## config.mk

```make
export PLATFORM = sky130hd
export DESIGN_NAME = pe_dot
export DESIGN_NICKNAME = d
export VERILOG_FILES = /design/src/rtl/pe_dot.sv
export SDC_FILE = /design/constraint.sdc
export NUM_CORES = 1
export LEC_CHECK = 0
export CORE_ASPECT_RATIO = 0.9
export CORE_UTILIZATION = 55
export DETAILED_ROUTE_END_ITERATION = 12
export GPL_TIMING_DRIVEN = 0
export HOLD_SLACK_MARGIN = 0.02
export PLACE_DENSITY_LB_ADDON = 0.1
export SLEW_MARGIN = 10
export SYNTH_ARGS = -nofsm -noshare
export SYNTH_HDL_FRONTEND = slang
export SYNTH_SLANG_ARGS = --single-unit
```

## constraint.sdc

```tcl
create_clock -name aclk -period 7.9 [get_ports aclk]
set_input_delay 1.58 -clock aclk [delete_from_list [all_inputs] [get_ports aclk]]
set_output_delay 1.58 -clock aclk [all_outputs]
set_load 0.02 [all_outputs]
```

## src/rtl/pe_dot.sv

```systemverilog
// pe_dot -- streaming signed dot-product processing element.
//
// A small local RAM holds one operand vector. A start request computes
// sum(ain[i] * RAM[i]) for i = 0..len-1 over a valid/ready stream on ain.
// The result is presented on dout/dvalid and held until dready.
//
// Ports:
//   aclk, aresetn      clock, asynchronous active-low reset
//   we, waddr, din     local RAM write port (only honoured while idle)
//   start, len         begin a dot product of min(len, DEPTH) elements
//   ain, ain_valid     streamed operand A
//   ain_ready          element accepted this cycle (RUN only)
//   dout, dvalid       result, held until dready
//   dready             consumer accepts the result
//   busy               any state other than IDLE
//   ovf                signed accumulator overflow occurred in this result
//
// Build option: define PE_DOT_SAT_EN to make the accumulator saturate
// (and stay clamped) instead of wrapping. ovf behaves the same either way.
//
// state  | meaning
// -------+--------------------------------------------------------------
// IDLE   | waiting for start; RAM writes allowed
// FETCH  | one cycle to read RAM[0] ahead of the first element
// RUN    | ain_ready=1; one element per handshake
// FLUSH  | two cycles to drain the multiply and accumulate stages
// DONE   | dvalid=1, result held until dready

module pe_dot #(
    parameter int DATA_W     = 16,
    parameter int L_RAM_SIZE = 3,
    parameter int ACC_W      = 32
) (
    input  logic                     aclk,
    input  logic                     aresetn,
    input  logic                     we,
    input  logic [L_RAM_SIZE-1:0]    waddr,
    input  logic signed [DATA_W-1:0] din,
    input  logic                     start,
    input  logic [L_RAM_SIZE:0]      len,
    input  logic signed [DATA_W-1:0] ain,
    input  logic                     ain_valid,
    output logic                     ain_ready,
    output logic signed [ACC_W-1:0]  dout,
    output logic                     dvalid,
    input  logic                     dready,
    output logic                     busy,
    output logic                     ovf
);

    localparam int DEPTH = 2**L_RAM_SIZE;
    localparam logic [L_RAM_SIZE:0] DEPTH_LEN = (L_RAM_SIZE+1)'(DEPTH);

    localparam logic [2:0] S_IDLE  = 3'd0;
    localparam logic [2:0] S_FETCH = 3'd1;
    localparam logic [2:0] S_RUN   = 3'd2;
    localparam logic [2:0] S_FLUSH = 3'd3;
    localparam logic [2:0] S_DONE  = 3'd4;

`ifdef PE_DOT_SAT_EN
    localparam logic signed [ACC_W-1:0] ACC_MAX = {1'b0, {(ACC_W-1){1'b1}}};
    localparam logic signed [ACC_W-1:0] ACC_MIN = {1'b1, {(ACC_W-1){1'b0}}};
`endif

    logic [2:0]                  state_q, state_d;
    logic [L_RAM_SIZE-1:0]       idx_q, idx_d;
    logic [L_RAM_SIZE:0]         rem_q, rem_d;
    logic                        flush_cnt_q, flush_cnt_d;
    logic signed [2*DATA_W-1:0]  prod_q, prod_d;
    logic                        prod_vld_q, prod_vld_d;
    logic signed [ACC_W-1:0]     acc_q, acc_d;
    logic                        ovf_q, ovf_d;

    logic [L_RAM_SIZE-1:0]       rd_addr;
    logic [L_RAM_SIZE:0]         len_clamp;
    logic signed [ACC_W-1:0]     prod_ext;
    logic signed [ACC_W-1:0]     sum;
    logic                        add_ovf;
    logic                        wr_en;

    logic signed [DATA_W-1:0]    ram_mem [DEPTH];
    logic signed [DATA_W-1:0]    rd_data_q;

    assign len_clamp = (len > DEPTH_LEN) ? DEPTH_LEN : len;
    assign wr_en     = we && (state_q == S_IDLE);

    // Stage 2: overflow when both addends share a sign the sum does not.
    assign prod_ext = ACC_W'(prod_q);
    assign sum      = acc_q + prod_ext;
    assign add_ovf  = (acc_q[ACC_W-1] == prod_ext[ACC_W-1]) &&
                      (sum[ACC_W-1] != acc_q[ACC_W-1]);

    always_comb begin
        state_d     = state_q;
        idx_d       = idx_q;
        rem_d       = rem_q;
        flush_cnt_d = flush_cnt_q;
        prod_d      = prod_q;
        prod_vld_d  = 1'b0;
        acc_d       = acc_q;
        ovf_d       = ovf_q;
        // Read address runs one element ahead so RAM[idx] is ready each RUN cycle.
        rd_addr     = idx_q;

        if (prod_vld_q) begin
            if (add_ovf) begin
                ovf_d = 1'b1;
            end
`ifdef PE_DOT_SAT_EN
            // Once saturated the accumulator stays clamped for this result.
            if (ovf_q) begin
                acc_d = acc_q;
            end else if (add_ovf) begin
                acc_d = acc_q[ACC_W-1] ? ACC_MIN : ACC_MAX;
            end else begin
                acc_d = sum;
            end
`else
            acc_d = sum;
`endif
        end

        case (state_q)
            S_IDLE: begin
                if (start) begin
                    acc_d   = '0;
                    ovf_d   = 1'b0;
                    idx_d   = '0;
                    rem_d   = len_clamp;
                    state_d = (len_clamp == '0) ? S_DONE : S_FETCH;
                end
            end
            S_FETCH: begin
                state_d = S_RUN;
            end
            S_RUN: begin
                if (ain_valid) begin
                    prod_d     = (2*DATA_W)'(ain) * (2*DATA_W)'(rd_data_q);
                    prod_vld_d = 1'b1;
                    idx_d      = idx_q + L_RAM_SIZE'(1);
                    rd_addr    = idx_q + L_RAM_SIZE'(1);
                    rem_d      = rem_q - (L_RAM_SIZE+1)'(1);
                    if (rem_q == (L_RAM_SIZE+1)'(1)) begin
                        state_d     = S_FLUSH;
                        flush_cnt_d = 1'b1;
                    end
                end
            end
            S_FLUSH: begin
                if (flush_cnt_q == 1'b0) begin
                    state_d = S_DONE;
                end else begin
                    flush_cnt_d = flush_cnt_q - 1'b1;
                end
            end
            S_DONE: begin
                if (dready) begin
                    state_d = S_IDLE;
                end
            end
            default: begin
                state_d = S_IDLE;
            end
        endcase
    end

    always_ff @(posedge aclk or negedge aresetn) begin
        if (!aresetn) begin
            state_q     <= S_IDLE;
            idx_q       <= '0;
            rem_q       <= '0;
            flush_cnt_q <= 1'b0;
            prod_q      <= '0;
            prod_vld_q  <= 1'b0;
            acc_q       <= '0;
            ovf_q       <= 1'b0;
        end else begin
            state_q     <= state_d;
            idx_q       <= idx_d;
            rem_q       <= rem_d;
            flush_cnt_q <= flush_cnt_d;
            prod_q      <= prod_d;
            prod_vld_q  <= prod_vld_d;
            acc_q       <= acc_d;
            ovf_q       <= ovf_d;
        end
    end

    // No reset on the array or read register so this maps onto block RAM.
    always_ff @(posedge aclk) begin
        if (wr_en) begin
            ram_mem[waddr] <= din;
        end
        rd_data_q <= ram_mem[rd_addr];
    end

    assign ain_ready = (state_q == S_RUN);
    assign dvalid    = (state_q == S_DONE);
    assign busy      = (state_q != S_IDLE);
    assign dout      = acc_q;
    assign ovf       = ovf_q;

endmodule

```

# [Yosys cells after proc, flatten, opt, wreduce, memory -nomap -nowiden]
# Memory sizes are Yosys's and may differ from the RTL's. A register that Yosys moved wholly into a read port is not among the register bits.
# Cells that the tools add are included.
[word_totals] ff_bits=77 ram_bits=128 in_bits=45 out_inout_bits=36 elab_cells=69 mem_count=1
[op_classes] addsub=4 mul=1 n_lt_le_gt_ge=1 n_eq_ne=12 mux=30 reduce_logical=12
[mem_list] name="ram_mem" words=8 width=16 read_ports=1 rd_clocked_by_memory_dff=1 write_ports=1 line_no="81" source="logic signed [DATA_W-1:0] ram_mem [DEPTH];"
[ops] op="two-way mux 32 bit" count=3
[ops] op="adder 32 bit" count=1
[ops] op="multiplier 16 x 16 -> 32 bit" count=1
[ops] op="two-way mux 3 bit" count=9
[ops] op="one-hot mux 3 bit (5 select lines)" count=1
[ops] op="two-way mux 4 bit" count=3
[ops] op="two-way mux 1 bit" count=11
[ops] op="one-hot mux 4 bit (2 select lines)" count=1
[ops] op="equality test 3 x 2 -> 1 bit (second input constant)" count=2
[ops] op="inequality test 2 bit (second input constant)" count=3
[ops] op="one-hot mux 3 bit (2 select lines)" count=1
[ops] op="AND reduction 3 bit" count=2
[ops] op="AND reduction 5 bit" count=1
[ops] op="equality test 4 x 1 -> 1 bit (second input constant)" count=1
[ops] op="greater-than comparator 4 bit (second input constant)" count=1
[ops] op="logical NOT 4 bit" count=1
[ops] op="inequality test 2 x 1 -> 1 bit (second input constant)" count=2
[ops] op="AND reduction 2 bit" count=2
[ops] op="nonzero test 2 bit" count=2
[ops] op="subtractor 4 x 1 -> 4 bit (second input constant)" count=1
[ops] op="adder 3 x 1 -> 3 bit (second input constant)" count=1
[ops] op="equality test 3 x 1 -> 1 bit (second input constant)" count=1
[ops] op="equality test 3 bit (second input constant)" count=1
[ops] op="logical NOT 3 bit" count=1
[ops] op="6 further kinds" count=7

# [Longest topological paths before layout]
[depth] ltp_word=7 mapped_depth=25 ltp_nobuf=24

# [Worst setup path before layout]
# OpenSTA, ideal clock, no wires.
[synth_timing] path_kind="input to register" start="input port ain[15]" end="register prod_q[31], in the netlist prod_ext[31]" setup_time_ps=122 t_arrival_ps=7070 t_required_ps=7778 slack_ps=708 path_stages=21 path_buffers=1 cell_sequence="clkbuf_1 -> nand2_1 -> fa_1 -> inv_1 -> fa_1 -> fa_1 -> fa_1 -> fa_1 -> inv_1 -> fa_1 -> inv_1 -> ha_1 -> and2_1 -> a41o_1 -> a41oi_1 -> a31oi_1 -> o21ai_0 -> a31oi_1 -> a211oi_1 -> mux2i_1 -> nand2_1"
[synth_via] elab_chain_len=1
[synth_lines] element="from (decl)" line_no="41" source="input logic signed [DATA_W-1:0] ain,"
[synth_lines] element="multiplier 16 x 16 -> 32 bit" line_no="138" source="prod_d = (2*DATA_W)'(ain) * (2*DATA_W)'(rd_data_q);"
[synth_lines] element="to (signal assigned)" line_no="182" source="prod_q <= prod_d;"
[synth_lines] element="to (decl)" line_no="69" source="logic signed [2*DATA_W-1:0] prod_q, prod_d;"
# No other way between the ends.
# A chain may end at the register's enable or synchronous reset.

# [Worst setup path after layout]
[layout_timing] start="input port ain[3]" end="register prod_q[30], in the netlist prod_ext[30]"
# The elaborated chain is that of the path after synthesis.

==> results by group <==
Run status
  • Status: finished, final reports clean

Yosys
  • Yosys top cell by area: fa_1
  • Synth Area in Simple Gates: 11.3%
  • Mux share of post-synthesis cell area: 5.92%
  • Cells after synthesis: 1,792
  • Most frequent cell after synthesis: inv_1
  • Synth top cells by count: 311 x inv_1, 263 x fa_1, 204 x nand2_1
  • Synth unique cells: 73
  • Mapped Area: 0.0196 sq mm
  • Asr flop ratio synth: 34.8%
  • Top cell type's share of synthesized area: 26.8%
  • Adder and majority gate portion of the synthesized area: 34.2%
  • Post-synth top flop: edfxtp_1
  • Register area share after synthesis: 31.0%
  • Yosys reg bits: 221
  • Synth Area in XOR/XNOR: 2.85%
  • Number of enable flip-flop cells after synthesis: 128
  • Syn nets: 2,216
  • Mean Syn Cell Area: 11.0 sq um
  • Top cells by area, synth: fa_1 27%, edfxtp_1 20%, dfrtp_1 9.8%, ha_1 7.4%, inv_1 5.9%
  • Synth warn: 0
  • Area fraction in compound gates after synthesis: 7.46%
  • Largest family of logic cells by synthesized area: adder cells

CTS
  • Total CTS buffers: 24
  • CTS tree: built
  • CTS H-tree depth: 1
  • Clk root buf: clkbuf_16
  • Clock sink total: 221
  • Max Buffers Root-to-Sink: 3
  • Clk Latency, worst-skew pair: 0.54 ns
  • Clock transition at path regs: 0.07 ns
  • CTS Hold Bufs: 0

Global routing
  • Remaining Overflow, GRT: 0
  • Largest net degree at the start of global routing: 44
  • Gr usage total: 26.4%
  • First-pass GRT wire length: 74.5 mm
  • Initial antenna violation count: 0
  • Vias in the first global route: 14,000

Route
  • Vias: 13,200
  • Wirelength per Cell: 19.1 um
  • Vias per Instance: 5.50
  • First drt pass iteration count: 5
  • DRT iter0 DRCs: 790
  • Final ANT Viol Nets: 0
  • DRC Markers: 0
  • DRT Wirelength: 45.8 mm

Critical path
  • Crit path to: prod_ext[30]
  • CP max-delay cell: clkdlybuf4s50_1
  • Crit path from: ain[3]
  • Required time of the critical path: 8.29 ns
  • CP Max Fanout: 10
  • Reg2reg end: prod_ext[25]
  • CP peak stage delay: 0.66 ns
  • CP cell instances: clkdlybuf4s50_1, clkbuf_4, nand2_1, fa_1, inv_1, fa_1, fa_1, fa_1, fa_1, inv_1, fa_1, inv_1, ha_1, a21o_1, a21o_1, a221oi_1, o211ai_1, a21oi_2, o31ai_4, o31ai_2, xor2_1, o21ai_0
  • Critical path class: input pin to flip-flop
  • Worst reg-to-reg setup slack: 0.92 ns
  • R2r startpoint: rd_data_q[8]
  • Arrival @ worst endpoint: 7.97 ns
  • Type of origin of the critical path: input pin
  • CP endpoint kind: flip-flop
  • Worst path most repeated cell: fa_1
  • R2r worst-path depth: 23

Floorplanning
  • # IOs: 81
  • Starting Density: 55.9%
  • Core area: 0.0351 sq mm
  • Chip Height: 181 um
  • DIE WIDTH: 201 um
  • Row count: 65
  • Total Die Area: 0.0364 sq mm

STA
  • Slew HR: 40.3%
  • Slew Limit Fails: 0
  • Final min period: 7.58 ns
  • Worst Tran Pin Value: 0.870 ns
  • Final Skew: 0.0115 ns
  • Final setup violating endpoints: 0
  • Final period util: 95.9%
  • Fin. Hold Viols: 0
  • RSZ-0062 raised after global routing: false
  • Max Clock Freq: 132 MHz

Final layout
  • Fraction of layout cells with a size suffix above 1: 8.46%
  • Antenna cell count: 0
  • P&R area growth vs syn: 12.7%
  • Post-layout util: 62.9%
  • Nets@finish: 2,332

Place
  • IO Port Bufs: 80
  • GP Congestion: 0.927
  • HPWL after detailed placement: 36.8 mm

Hold path
  • Tightest Hold Check Type: flip-flop to flip-flop
  • Hold path start: prod_ext[0]

Job
  • Maxcap violations: 0
worst min-delay path by stage:
stage / end / slack [ns] / cells past startpoint
after floorplan: prod_ext[0] / 0.44 / 2
after global placement: prod_ext[0] / 0.47 / 2
after detailed placement: prod_ext[0] / 0.47 / 2
after CTS: prod_ext[0] / 0.49 / 2
after global routing: prod_ext[2] / 0.51 / 2
final: prod_ext[0] / 0.48 / 2
through the flow:
stage | TNS [ns] | std cells | worst slack [ns] | hold WS (ns) | area (sq um)
floorplan | 0 | 1792 | 0.708 | 0.443 | 19600
global placement | -8.10 | 2341 | -0.956 | 0.468 | 21000
detailed placement | -8.35 | 2350 | -0.946 | 0.473 | 21200
CTS | 0 | 2394 | 0.0218 | 0.489 | 22000
global route | 0 | 2395 | 0.0574 | 0.512 | 22100
finish | 0 | 2395 | 0.325 | 0.483 | 22100
cells by family after synthesis:
family          count (synthesis)
simple gates                  465
flops                         221
mux                            74
buf+inv                       371
xor+xnor                       63
compound gates                219
fa+ha+maj                     379
layer usage:
metal / share of wire, % / wire length, um / track usage (%)
met1: 43 / 19700 / 35.0
met2: 49 / 22500 / 45.2
met3: 5.2 / 2390 / 4.22
met4: 2.8 / 1300 / 7.39
met5: 0 / 0 / 0
timing repair:
action	CTS	global route
hold endpoints to repair	0	0
cloned	0	0
pin swaps	0	3
setup buffers	0	1
setup endpoints to repair	8	8
gates resized for setup	24	36
placed cells by master, fill, tap and decap left out, types with 17 or more instances in the layout:
| cell | n |
|---|---|
| clkdlybuf4s50_1 | 65 |
| clkbuf_1 | 34 |
| a21o_1 | 28 |
| xor2_1 | 21 |
| and2_1 | 117 |
| edfxtp_1 | 128 |
| nand2_1 | 204 |
| mux2i_1 | 25 |
| mux2_2 | 17 |
| a21oi_1 | 56 |
| nor2_1 | 65 |
| dfrtp_1 | 77 |
| mux4_2 | 32 |
| inv_1 | 311 |
| ha_1 | 116 |
| fa_1 | 262 |
| o21ai_0 | 56 |
| xnor2_1 | 41 |
| clkbuf_16 | 24 |
critical path: cells and delay by family:
kind,cells,cell delay (ns)
xor+xnor,1,0.18
compound gates,8,1.75
buf+inv,5,1.16
fa+ha+maj,7,3.21
simple gates,1,0.10
layout make-up:
| type | instances | area (sq um) |
|---|---|---|
| buffer | 58 | 277 |
| clock buffer | 31 | 667 |
| clock inverter | 13 | 174 |
| fill | 2909 | 13000 |
| inverter | 313 | 1170 |
| multi-input combinational | 1200 | 12200 |
| sequential | 221 | 6090 |
| tap | 469 | 587 |
| timing repair buffer | 90 | 943 |
flip-flops by register name, indices dropped and copies added (netlist names):
signal	count
rd_data_q	16
state_q	3
ram_mem	128
flush_cnt_q	1
dout	32
ovf	1
rem_q	4
prod_ext	32
prod_vld_q	1
idx_q	3
Power is not shown: default switching activity piles up to over one toggle a cycle in this logic, so the estimate is an artifact.
